==> src/rtl/serial_adder.sv <==
// Bit-serial WIDTH-bit adder: one full_adder cell reused over WIDTH cycles, LSB first.
// Optional feature macro SERIAL_ADDER_SUB_EN adds the in_sub port for subtraction.

module full_adder (
    input  logic a,
    input  logic b,
    input  logic c_in,
    output logic sum,
    output logic c_out
);
    assign sum   = a ^ b ^ c_in;
    assign c_out = (a & b) | (c_in & (a ^ b));
endmodule

// Handshakes: a transfer happens on a rising edge where valid and ready are both high;
// valid never depends combinationally on ready, and outputs stay stable while valid waits.
module serial_adder #(
    parameter int WIDTH = 8
) (
    input  logic             clk,
    input  logic             rst_n,
    input  logic             in_valid,
    output logic             in_ready,
    input  logic [WIDTH-1:0] in_a,
    input  logic [WIDTH-1:0] in_b,
    input  logic             in_c,
`ifdef SERIAL_ADDER_SUB_EN
    input  logic             in_sub,
`endif
    output logic             out_valid,
    input  logic             out_ready,
    output logic [WIDTH-1:0] out_sum,
    output logic             out_c,
    output logic             busy
);
    localparam int CNT_W = $clog2(WIDTH) + 1;
    localparam logic [CNT_W-1:0] LAST_STEP = CNT_W'(WIDTH - 1);

    typedef enum logic [1:0] {
        IDLE  = 2'd0,
        SHIFT = 2'd1,
        DONE  = 2'd2
    } state_t;

    state_t state;
    state_t state_next;

    logic [WIDTH-1:0] a_q;
    logic [WIDTH-1:0] b_q;
    logic [WIDTH-1:0] a_next;
    logic [WIDTH-1:0] sum_q;
    logic             carry_q;
    logic             c_q;
    logic [CNT_W-1:0] cnt_q;

    logic [WIDTH-1:0] b_load;
    logic             c_load;
    logic             cell_sum;
    logic             cell_c;
    logic             accept;
    logic             step;
    logic             last_step;

`ifdef SERIAL_ADDER_SUB_EN
    // Two's-complement subtract: invert B and force the carry-in to 1.
    assign b_load = in_sub ? ~in_b : in_b;
    assign c_load = in_sub ? 1'b1 : in_c;
`else
    assign b_load = in_b;
    assign c_load = in_c;
`endif

    full_adder u_cell (
        .a     (a_q[0]),
        .b     (b_q[0]),
        .c_in  (carry_q),
        .sum   (cell_sum),
        .c_out (cell_c)
    );

    // The A register doubles as the result register: sum bits enter at the MSB
    // while operand bits leave at the LSB, so after WIDTH steps it holds the sum.
    generate
        if (WIDTH == 1) begin : g_single
            assign a_next = cell_sum;
        end else begin : g_multi
            assign a_next = {cell_sum, a_q[WIDTH-1:1]};
        end
    endgenerate

    assign accept    = (state == IDLE) && in_valid;
    assign step      = (state == SHIFT);
    assign last_step = step && (cnt_q == LAST_STEP);

    always_ff @(posedge clk or negedge rst_n) begin
        if (!rst_n) begin
            state <= IDLE;
        end else begin
            state <= state_next;
        end
    end

    always_comb begin
        state_next = state;
        in_ready   = 1'b0;
        out_valid  = 1'b0;
        busy       = 1'b0;
        case (state)
            IDLE: begin
                in_ready = 1'b1;
                if (in_valid) begin
                    state_next = SHIFT;
                end
            end
            SHIFT: begin
                busy = 1'b1;
                if (cnt_q == LAST_STEP) begin
                    state_next = DONE;
                end
            end
            DONE: begin
                busy      = 1'b1;
                out_valid = 1'b1;
                if (out_ready) begin
                    state_next = IDLE;
                end
            end
            default: begin
                state_next = IDLE;
            end
        endcase
    end

    always_ff @(posedge clk or negedge rst_n) begin
        if (!rst_n) begin
            a_q     <= '0;
            b_q     <= '0;
            carry_q <= 1'b0;
            cnt_q   <= '0;
        end else if (accept) begin
            a_q     <= in_a;
            b_q     <= b_load;
            carry_q <= c_load;
            cnt_q   <= '0;
        end else if (step) begin
            a_q     <= a_next;
            b_q     <= b_q >> 1;
            carry_q <= cell_c;
            cnt_q   <= cnt_q + 1'b1;
        end
    end

    // Separate result registers keep out_sum/out_c at 0 until the first result
    // and hold each result stable while the next operation shifts.
    always_ff @(posedge clk or negedge rst_n) begin
        if (!rst_n) begin
            sum_q <= '0;
            c_q   <= 1'b0;
        end else if (last_step) begin
            sum_q <= a_next;
            c_q   <= cell_c;
        end
    end

    assign out_sum = sum_q;
    assign out_c   = c_q;

endmodule
==> config.mk <==
export PLATFORM = sky130hd
export DESIGN_NAME = serial_adder
export DESIGN_NICKNAME = d
export VERILOG_FILES = /design/src/rtl/serial_adder.sv
export SDC_FILE = /design/constraint.sdc
export NUM_CORES = 1
export LEC_CHECK = 0
export BUFFER_PORTS_ARGS = -buffer_cell sky130_fd_sc_hd__buf_2
export CORE_ASPECT_RATIO = 1.5
export CORE_UTILIZATION = 47
export CTS_CLUSTER_SIZE = 40
export DETAILED_ROUTE_END_ITERATION = 10
export MAX_ROUTING_LAYER = met4
export PLACE_DENSITY = 0.71
export SYNTH_ARGS = -nofsm -noshare
export SYNTH_HDL_FRONTEND = slang
export SYNTH_SLANG_ARGS = --single-unit
==> constraint.sdc <==
create_clock -name clk -period 1.5 [get_ports clk]
set_input_delay 0.3 -clock clk [delete_from_list [all_inputs] [get_ports clk]]
set_output_delay 0.3 -clock clk [all_outputs]
set_load 0.05 [all_outputs]
Yosys cells after proc, flatten, opt, wreduce, memory -nomap -nowiden:

Index checks and enable logic that the tools add are counted.

* bits in read-only memories: 0
* memories kept: 0
* bits in writable memories: 0
* output and inout port bits: 12
* flip-flop bits (word level): 32
* input port bits: 21
* bits in latches: 0
* word-level logic and storage cells: 40

* multiplexer cells: 15
* multiply operators: 0
* bitwise logic cells: 5
* div/mod/pow operators: 0
* shifts and indexed selects: 0
* reduce and logical (&&, ||, !) cells: 6
* equality and inequality tests: 6
* add/sub/neg operators: 1
* order comparisons: 0

Operators by type and width (count)
* $mux W8: 4
* $mux W4: 2
* $mux W2: 3
* $pmux W2 S3: 1
* $mux W1: 5
* $add A4 B1 Y4 const B: 1
* $eq A4 B3 Y1 const B: 1
* $ne A2 B2 Y1 const B: 2
* $reduce_and A3 Y1: 1
* $and A1 B1 Y1: 2
* $eq A2 B1 Y1 const B: 1
* $eq A2 B2 Y1 const B: 1
* $logic_and A1 B1 Y1: 2
* $logic_not A2 Y1: 1
* $ne A2 B1 Y1 const B: 1
* $reduce_bool A2 Y1: 1
* $reduce_or A2 Y1: 1
* $xor A1 B1 Y1: 2
* $or A1 B1 Y1: 1

Depth between registers and ports, before layout:

Gate-level depths: netlist of run 1.

* depth after elaboration: 5
* gate-level depth with buffers: 7
* mapped depth without buffers: 5

Hierarchy:

Synthesis of run 1 repeated with hierarchy kept, for this count alone.

* cell total of the unflattened synthesis: 125
* area total of the unflattened synthesis: 1470.2 um^2

By module, submodules not included
* serial_adder: area an instance 1450.1 um^2, seq. area each 800.8 um^2, cells an instance 124, times used 1
* full_adder: area an instance 20.0 um^2, seq. area each 0.0 um^2, cells an instance 1, times used 1

Least setup slack after synthesis of run 1:

No wires, ideal clock.

* path kind: register -> register
* start point: reg state[0]
* end point: reg state[0]
* path buffers: 0
* clock period less this slack: 1.694 ns
* data arrival time: 1.569 ns
* library setup time: 0.125 ns
* required time: 1.375 ns
* path slack: -0.194 ns
* stages on the path, launching flop included: 6
* cells stage by stage: dfrtp_1 inv_1 ha_1 nor2b_1 a211oi_1 mux2_2

* cells in the longest elaborated chain, start to end: 3
* elaborated cells on any way between the ends: 8
* those cells by class: eq/ne (5); mux (1); reduce/logical (2)

Ends and longest elaborated chain
* from (decl): RTL line 45 `state_t state;`
* from (signal assigned): RTL line 99 `state <= state_next;`
* $eq A2 B1 Y1 (tied with other cells): RTL line 108 `case (state)`
* $ne A2 B1 Y1 (no line) / $ne A2 B2 Y1 (equally long branches)
* $reduce_and A3 Y1 (no line)

Parallel ways exist; a longest one is shown, timed or not.
A chain may end at the register's enable or synchronous reset.

Worst setup path after layout of run 1:

* start point: reg state[1]
* end point: out busy

* cells in the longest elaborated chain, start to end: 3
* elaborated cells on any way between the ends: 4
* those cells by class: eq/ne (2); mux (1); reduce/logical (1)

Ends and longest elaborated chain
* $eq A2 B1 Y1 / $eq A2 B2 Y1 (equally long branches): RTL line 108
* $reduce_or A2 Y1 (no line) (*)
* $mux W1 (*): RTL line 108
* to (decl): RTL line 34 `output logic busy`

Mark *: on every way between the ends. The rest lies on a longest branch, timed or not.

==> results of run 1 <==
[layout make-up]
class                      count  area, sq um
fill                         239          986
tap                           39         48.8
multi-input combinational     84          691
clock buffer                   7         96.3
timing repair buffer          42          312
sequential                    32          802
inverter                       2         7.51
[state kept, by name, indices dropped and copies added, names as in the netlist]
name / cells
state: 2
carry_q: 1
b_q: 8
out_c: 1
out_sum: 8
cnt_q: 4
a_q: 8
[power by group through the flow]
stage	logic, mW	clock network, mW	registers [mW]
global route	2.41	0.764	1.58
floorplan	1.18	0	1.81
CTS	2.05	0.721	1.50
finish	2.22	0.707	1.52
global placement	1.89	0	1.49
detailed placement	1.98	0	1.51
[worst paths after layout]
check	from	endpoint	slack (ns)	cells past startpoint
max	state[1]	busy	-0.01	3
min	in_b[7]	b_q[7]	0.22	3
max reg2reg	state[1]	state[0]	0.04	5
min reg2reg	out_sum[1]	out_sum[1]	0.50	1
max in group asynchronous	rst_n	state[0]	0.81	3
min in group asynchronous	rst_n	a_q[2]	0.51	3
[cells by family after synthesis]
logic type,Yosys count,share of synthesized area (%)
flip-flops,32,54.5
AND/OR/NAND/NOR,30,9.62
multiplexers,27,19.2
AO/OA/AOI/OAI,19,6.98
buffers and inverters,9,3.15
adder cells (fa/ha/maj),5,4.77
XOR/XNOR,3,1.79
[synthesized netlist by cell type]
master	instances	area (sq um)
a211oi_1	1	7.51
and2_1	1	6.26
buf_2	4	20.0
buf_4	2	15.0
clkbuf_1	1	3.75
dfrtp_1	32	801
fa_1	1	20.0
ha_1	4	50.1
inv_1	2	7.51
mux2_2	10	113
mux2i_1	17	170
nand2_1	18	67.6
nand2b_1	1	6.26
nand3b_1	1	7.51
nand4_1	1	6.26
nand4b_2	1	15.0
nor2_1	4	15.0
nor2b_1	2	12.5
nor3_1	1	5.00
o21ai_0	17	85.1
o32a_1	1	10.0
xnor2_1	1	8.76
xor2_1	2	17.5
[critical path, stage by stage, from the launching register on]
cell and delay (ns):
dfrtp_1 0.43, inv_2 0.10, ha_4 0.27, buf_8 0.13
[per-layer routing]
| metal | wire length [microns] | GRT usage [%] | up-vias | share of wire (%) |
|---|---|---|---|---|
| met2 | 1580 | 32.4 | 25 | 53 |
| met3 | 103 | 8.01 | 9 | 3.4 |
| li1 | - | - | 515 | - |
| met4 | 54 | 6.48 | 0 | 1.8 |
| met5 | 0 | - | - | 0 |
| met1 | 1260 | 26.8 | 518 | 42 |
[what timing repair did]
action	4_1_cts	5_1_grt
hold buffers	1	0
endpoints found under the setup margin	13	17
gates resized for setup	9	7
pin swaps	0	1
cloned	0	1
hold endpoints to repair	32	0
buffers inserted	0	1
==> results by group, run 1 <==
STA
  – RSZ-0062 raised after global routing: true
  – Actual slew at the worst max-slew pin: 0.254 ns
  – Final Cycle Share: 101%
  – Fin. Hold Viols: 0
  – WHS: 0.223 ns
  – Post-Route Setup TNS: -0.0101 ns
  – Final setup fails: 1
  – Pins over their slew limit: 0
  – Final Critical Period: 1.51 ns
  – Layout Skew: ~0.0035 ns
  – Setup ws final: -0.0101 ns
  – Slew Limit Headroom: 83.2%
  – Fmax: 662 MHz

Global route
  – GRT Total Usage: 21.6%
  – Initial antenna violation count: 0
  – Gr ovfl total: 0
  – Vias in the first global route: 1145
  – First-pass GRT wire length: between 4000 and 5000 microns
  – Largest net degree at the start of global routing: 39

Worst setup path
  – Critical path launch point type: flip-flop
  – Crit end category: output port
  – Crit path DAT: 1.21 ns
  – Largest fanout on the critical path: 3
  – Critical path class: flip-flop to output port
  – CP required: 1.20 ns

Cells and area
  – Layout cells sized above 1: about two fifths
  – Design Area, Final: 1960 sq um
  – Area growth syn-to-layout: 33.1%
  – Most frequent cells in the layout: 31 x dfrtp_1, 29 x buf_2, 18 x nand2_1
  – Fin util: 66.5%
  – Nets: about 190
  – Post-Layout Cell Count: 206
  – N_diodes: 0
  – Most common cell after layout, fill and taps aside: dfrtp_1

Worst hold path
  – Hold Crit Class: input pin to flip-flop

Pwr
  – PwrDens: 2270 nW/um^2
  – Leak: between 0.9 and 1 nW
  – Max VDD drop: approximately 0.0015 V
  – Clock share of power: 15.9%
  – Psw: 1.80 mW
  – Pint: roughly 2.6 mW
  – Share of power burned in registers: 34.2%
  – Switching part of the total: 40.5%
  – Power, Total: 4.44 mW
  – Combinational cell fraction of total power: 49.9%

Run status
  – Outcome: complete, but fails checks
  – Failing checks: negative setup slack

Clock tree
  – TritonCTS Buffers: 5
  – Num Clock Sinks: 32
  – Root buf cell: clkbuf_8
  – CTS Buffer Depth: 2
  – H-tree depth: 2
  – CTS tree: built
  – Clock Pin Slew Worst Setup and Hold Paths: 0.06 ns
  – Clock Latency Late Sink: 0.28 ns

Routing
  – Routed WL: 3000 microns
  – DR pass1 iterations: 4
  – Final ANT Viol Nets: 0
  – Wire per inst: 14.6 microns
  – Via density: 5.18
  – Post-route DRC: 0
  – Via count: 1067
  – Starting DRT DRC Count: 19

Placed design
  – GP Congestion: 0.713
  – Port Buf Inserts: 32
  – Dpl ws: -0.195 ns
  – Dpl cell area: 1760 sq um
  – Dpl cells: 196
  – Post-DP HPWL: 1970 microns

Floorplanning
  – Ports: 33
  – Die height: 70.5 microns
  – Core Footprint: 2940 sq um
  – Horiz. Die Dim: 47.7 microns
  – Row count: 24
  – Initial core utilization: 50.0%
  – Die area: 3360 sq um

Synth
  – Mapped Area: 1470 sq um
  – Yosys warning count: 0
  – Netlist cell types: 23
  – Synth Area per Inst: 11.8 sq um
  – Syn Nets: roughly 150
  – Seq cells post-synth: 32
  – Sequential fraction of the synthesis area: 54.5%
  – Post-Synthesis Cells: 125

Run
  – Max Cap Viol: 0
Power figures use the tool's default switching activity.
==> run 2, diff against run 1 <==
--- a/config.mk
+++ b/config.mk
@@ -11,7 +11,7 @@
 export CTS_CLUSTER_SIZE = 40
 export DETAILED_ROUTE_END_ITERATION = 10
 export MAX_ROUTING_LAYER = met4
-export PLACE_DENSITY = 0.71
+export PLACE_DENSITY = 0.76
 export SYNTH_ARGS = -nofsm -noshare
 export SYNTH_HDL_FRONTEND = slang
 export SYNTH_SLANG_ARGS = --single-unit
==> results by group, run 2 (synthesis results as in run 1) <==
Cells and area
  – Design Area, Final: 1850 sq um (-5.3%)
  – Layout cells sized above 1: 38.7% (-1.5 points)
  – Post-Layout Cell Count: 202 (-1.9%)
  – Most frequent cells in the layout: 32 x dfrtp_1, 29 x buf_2, 18 x nand2_1
  – N_diodes: 0 (unchanged)
  – Area growth syn-to-layout: 26.0%
  – Fin util: 63.0% (-3.5 points)
  – Nets: 189 (-2.1%)
  – Most common cell after layout, fill and taps aside: dfrtp_1

Global route
  – First-pass GRT wire length: 4700 microns (-5.3%)
  – Gr ovfl total: 0 (unchanged)
  – Initial antenna violation count: 0 (unchanged)
  – GRT Total Usage: 20.6% (-0.93 points)
  – Largest net degree at the start of global routing: 39 (unchanged)
  – Vias in the first global route: 1084 (-5.3%)

Worst setup path
  – Critical path launch point type: flip-flop
  – CP required: 1.20 ns (about the same)
  – CP max stage delay: 0.41 ns (-0.02 ns)
  – CP delay by family, top: flip-flops
  – Largest fanout on the critical path: 3 (unchanged)
  – Levels on crit path: 3 (unchanged)
  – Buf/Inv on CP: 2 (unchanged)
  – Start point of the critical path: state[1]
  – Critical path class: flip-flop to output port
  – Reg-to-reg slack, setup: 0.06 ns (+0.02 ns)
  – R2R Path End: out_sum[7]
  – Crit path DAT: 1.17 ns (-0.04 ns)
  – Crit end category: output port
  – Slowest CP cell: dfrtp_1
  – Worst r2r src: state[1]
  – Critical-path cell list: inv_2 -> ha_4 -> buf_8
  – Setup crit end: busy
  – Worst R2R Path Depth: 4 (-1)

Routing
  – Final ANT Viol Nets: 0 (unchanged)
  – Post-route DRC: 0 (unchanged)
  – Wire per inst: 13.9 microns (-4.7%)
  – DR pass1 iterations: 4 (unchanged)
  – Via density: 5.04 (-2.7%)
  – Starting DRT DRC Count: 22 (+3)
  – Routed WL: 2800 microns (-6.5%)
  – Via count: 1018 (-4.6%)

Pwr
  – PwrDens: 2220 nW/um^2 (-2.2%)
  – Leak: 0.947 nW (-4.7%)
  – Max VDD drop: 0.00116 V (-25%)

Worst hold path
  – Hold Crit Class: input pin to async pin

Placed design
  – Dpl cell area: 1720 sq um (-1.9%)
  – Post-DP HPWL: 1980 microns (+0.67%)
  – Dpl ws: -0.0834 ns (+0.112 ns)
  – GP Congestion: 0.733 (+2.7%)
  – Port Buf Inserts: 32 (unchanged)
  – Dpl cells: 195 (-0.51%)

Run
  – Max Cap Viol: 0 (unchanged)

Clock tree
  – Clock Pin Slew Worst Setup and Hold Paths: 0.06 ns (about the same)
  – Num Clock Sinks: 32 (unchanged)
  – Root buf cell: clkbuf_8
  – TritonCTS Buffers: 5 (unchanged)
  – Hold-fix buffers at CTS: 0 (-1)
  – CTS tree: built
  – Clock Latency Late Sink: 0.28 ns (about the same)
  – Post-CTS Setup Bufs: 0 (unchanged)
  – H-tree depth: 2 (unchanged)
  – CTS Buffer Depth: 2 (unchanged)

Floorplanning
  – Row count: 24 (unchanged)
  – Core Footprint: 2940 sq um (unchanged)
  – Initial core utilization: 50.0% (unchanged)
  – Die height: 70.5 microns (unchanged)
  – Die area: 3360 sq um (unchanged)
  – Ports: 33 (unchanged)
  – Horiz. Die Dim: 47.7 microns (unchanged)

STA
  – Fmax: 681 MHz (+2.8%)
  – Pins over their slew limit: 0 (unchanged)
  – Layout Skew: 0.00692 ns (+0.00344 ns)
  – Setup ws final: 0.0309 ns (+0.0410 ns)
  – Fin. Hold Viols: 0 (unchanged)
  – Final setup fails: 0 (-1)
  – Final Critical Period: 1.47 ns (-0.0410 ns)
  – Actual slew at the worst max-slew pin: 0.388 ns (+0.134 ns)
  – Final Cycle Share: 97.9% (-2.7 points)
  – Slew Limit Headroom: 74.1% (-9.1 points)
  – RSZ-0062 raised after global routing: true

Run status
  – Outcome: finished, final reports clean
run 2: cell count changes in the layout (fill, tap and decap cells not counted), moves of 2 or more:
cell / before / now
buf_12: 3 / 1
buf_4: 6 / 4
clkbuf_8: 7 / 5
ha_2: 0 / 2
ha_4: 4 / 2
run 2: area by class of cell:
| cell class | count | area [sq um] |
|---|---|---|
| clock inverter | 1 | 5.00 |
| inverter | 2 | 7.51 |
| clock buffer | 6 | 72.6 |
| tap | 39 | 48.8 |
| sequential | 32 | 801 |
| multi-input combinational | 84 | 678 |
| fill | 252 | 1090 |
| timing repair buffer | 38 | 240 |
run 2: report_power, final:
part	total (mW)	internal, mW	switching, mW
Clock	0.600	0.314	0.285
Combinational	2.01	0.830	1.18
Sequential	1.51	1.25	0.262
Total	4.12	2.39	1.72
run 2: worst min path at each step:
stage | end
finish | out_sum[2]
global route | out_sum[2]
CTS | out_sum[2]
detailed placement | out_sum[2]
global placement | out_sum[2]
floorplan | a_q[0]
run 2: metrics by stage:
stage / setup TNS (ns) / hold WS [ns] / total power [mW]
6_report: 0 / 0.0291 / 4.12
4_1_cts: -0.00690 / 0.0418 / 4.09
3_3_place_gp: -0.392 / 0.336 / 3.32
5_1_grt: -0.0347 / 0.0523 / 4.41
2_1_floorplan: -0.0175 / 0.00441 / 2.99
3_5_place_dp: -0.776 / 0.339 / 3.40
run 2: repair_timing:
action,4_1_cts,5_1_grt
setup endpoints to repair,13,31
gates cloned,0,0
gates resized for setup,8,8
pin swaps,0,1
run 2: metal layers:
metal | up-vias | share of wire (%) | track usage [%]
li1 | 500 | - | -
met1 | 492 | 42 | 23.5
met2 | 20 | 53 | 31.8
met3 | 6 | 3.0 | 6.46
met4 | 0 | 2.2 | 9.88
met5 | - | 0 | -
==> run 3, diff against run 2 <==
--- a/config.mk
+++ b/config.mk
@@ -6,7 +6,7 @@
 export NUM_CORES = 1
 export LEC_CHECK = 0
 export BUFFER_PORTS_ARGS = -buffer_cell sky130_fd_sc_hd__buf_2
-export CORE_ASPECT_RATIO = 1.5
+export CORE_ASPECT_RATIO = 0.6
 export CORE_UTILIZATION = 47
 export CTS_CLUSTER_SIZE = 40
 export DETAILED_ROUTE_END_ITERATION = 10
==> results by group, run 3 (synthesis results as in run 1) <==
Routing
  – DR pass1 iterations: 4 (unchanged)
  – Via density: 4.93 (-2.1%)
  – Starting DRT DRC Count: 29 (+32%)
  – Via count: 1011 (-0.69%)
  – Routed WL: 2730 microns (-2.7%)
  – Post-route DRC: 0 (unchanged)
  – Wire per inst: 13.3 microns (-4.2%)
  – Final ANT Viol Nets: 0 (unchanged)

Placed design
  – Dpl cell area: 1730 sq um (+0.51%)
  – Port Buf Inserts: 32 (unchanged)
  – GP Congestion: 0.740 (+1.0%)
  – Post-DP HPWL: 1850 microns (-6.6%)

Clock tree
  – Post-CTS Setup Bufs: 0 (unchanged)
  – H-tree depth: 2 (unchanged)
  – Clock Latency Late Sink: 0.27 ns (about the same)
  – Root buf cell: clkbuf_8
  – CTS tree: built
  – TritonCTS Buffers: 5 (unchanged)
  – Clock Pin Slew Worst Setup and Hold Paths: 0.06 ns (about the same)
  – CTS Buffer Depth: 2 (unchanged)
  – Num Clock Sinks: 32 (unchanged)
  – Hold-fix buffers at CTS: 0 (unchanged)

Cells and area
  – Most frequent cells in the layout: 32 x dfrtp_1, 29 x buf_2, 18 x nand2_1
  – Nets: 188 (-0.53%)
  – Fin util: 64.2% (+1.2 points)
  – Layout cells sized above 1: 37.4% (-1.2 points)
  – Most common cell after layout, fill and taps aside: dfrtp_1
  – Area growth syn-to-layout: 27.8%
  – N_diodes: 0 (unchanged)
  – Design Area, Final: 1880 sq um (+1.4%)

Floorplanning
  – Core Footprint: 2930 sq um (-0.51%)
  – Ports: 33 (unchanged)
  – Die height: 45.3 microns (-36%)
  – Horiz. Die Dim: 74.2 microns (+56%)
  – Row count: 15 (-38%)
  – Die area: 3360 sq um (about the same)
  – Initial core utilization: 50.2% (+0.26 points)

Worst setup path
  – Worst r2r src: state[0]
  – Largest fanout on the critical path: 3 (unchanged)
  – Critical path class: flip-flop to output port
  – Worst R2R Path Depth: 5 (+1)
  – Reg-to-reg slack, setup: 0 ns (-0.06 ns)
  – Critical path launch point type: flip-flop
  – CP required: 1.20 ns (about the same)
  – Crit path DAT: 1.21 ns (+0.04 ns)
  – Crit end category: output port
  – R2R Path End: state[0]

Global route
  – Largest net degree at the start of global routing: 39 (unchanged)
  – Vias in the first global route: 1006 (-7.2%)
  – Gr ovfl total: 0 (unchanged)
  – Initial antenna violation count: 0 (unchanged)
  – M1 GR Usage: 23.8% (+0.28 points)
  – GRT Total Usage: 19.5% (-1.2 points)
  – Most used routing layer: met2
  – First-pass GRT wire length: 4460 microns (-5.1%)
  – Met2 usage: 30.4% (-1.4 points)
  – Met3 usage in global routing: 6.03% (-0.43 points)

Pwr
  – Pint: 2.48 mW (+3.6%)
  – Combinational cell fraction of total power: 48.3% (-0.5 points)
  – PwrDens: 2240 nW/um^2 (+0.69%)
  – Max VDD drop: 0.00102 V (-12%)
  – Leak: 0.950 nW (+0.29%)
  – Clock share of power: 15.5% (+0.9 points)
  – Power, Total: 4.20 mW (+2.1%)
  – Share of power burned in registers: 36.2% (-0.5 points)
  – Psw: 1.73 mW (about the same)
  – Switching part of the total: 41.1% (-0.83 points)

STA
  – Layout Skew: 0.00418 ns (-0.00274 ns)
  – Pins over their slew limit: 0 (unchanged)
  – Fin. Hold Viols: 0 (unchanged)
  – Final setup fails: 1 (+1)
  – Final Critical Period: 1.51 ns (+0.0378 ns)
  – Final Cycle Share: 100% (+2.5 points)
  – WHS: 0.0319 ns (+0.00281 ns)
  – Actual slew at the worst max-slew pin: 0.390 ns (+0.00121 ns)
  – Setup ws final: -0.00692 ns (-0.0378 ns)
  – Slew Limit Headroom: 74.0% (-0.080 points)
  – Fmax: 664 MHz (-2.5%)
  – RSZ-0062 raised after global routing: true

Worst hold path
  – Hold Crit Class: input pin to async pin

Run status
  – Failing checks: negative setup slack
  – Outcome: complete, but fails checks

Run
  – Max Cap Viol: 0 (unchanged)
run 3: timing repair:
action	in CTS	in global routing
resized for setup	9	5
setup endpoints to repair	17	13
pin swaps	0	1
run 3: worst max-delay path by stage:
stage,slack [ns],cells after the start,endpoint,from
3_3_place_gp,-0.07,4,out_c,state[1]
4_1_cts,-0.03,4,state[0],cnt_q[0]
3_5_place_dp,-0.16,4,out_sum[7],state[1]
2_1_floorplan,-0.02,5,state[0],state[0]
6_report,-0.007,3,busy,state[0]
5_1_grt,-0.06,5,state[0],state[0]
run 3: layout make-up:
class	instances	area, sq um
clock buffers	8	90.1
flip-flops and latches	32	801
multi-input cells	84	687
inverters	2	7.51
fillers	232	1050
well taps	42	52.6
repair buffers	37	241
run 3: layer usage:
layer | vias up | part of all wire (%)
li1 | 506 | -
met1 | 480 | 47
met2 | 23 | 48
met3 | 2 | 4.7
met4 | 0 | 0.29
met5 | - | 0
run 3: power by group through the flow:
stage / registers [mW] / logic (mW) / clock network [mW]
detailed placement: 1.51 / 1.91 / 0
global placement: 1.49 / 1.85 / 0
floorplan: 1.81 / 1.18 / 0
global route: 1.58 / 2.22 / 0.721
CTS: 1.50 / 1.98 / 0.672
finish: 1.52 / 2.03 / 0.652
run 3: metrics by stage:
stage / worst slack, ns / setup TNS (ns) / std cells
floorplan: -0.0175 / -0.0175 / 125
global placement: -0.0734 / -0.666 / 197
detailed placement: -0.157 / -1.42 / 197
CTS: -0.0254 / -0.0254 / 205
global route: -0.0560 / -0.117 / 205
finish: -0.00692 / -0.00692 / 205
run 3: worst max-delay path, stage by stage (launching register included):
cell	delay (ns)
dfrtp_1	0.43
inv_2	0.09
ha_4	0.28
buf_8	0.13
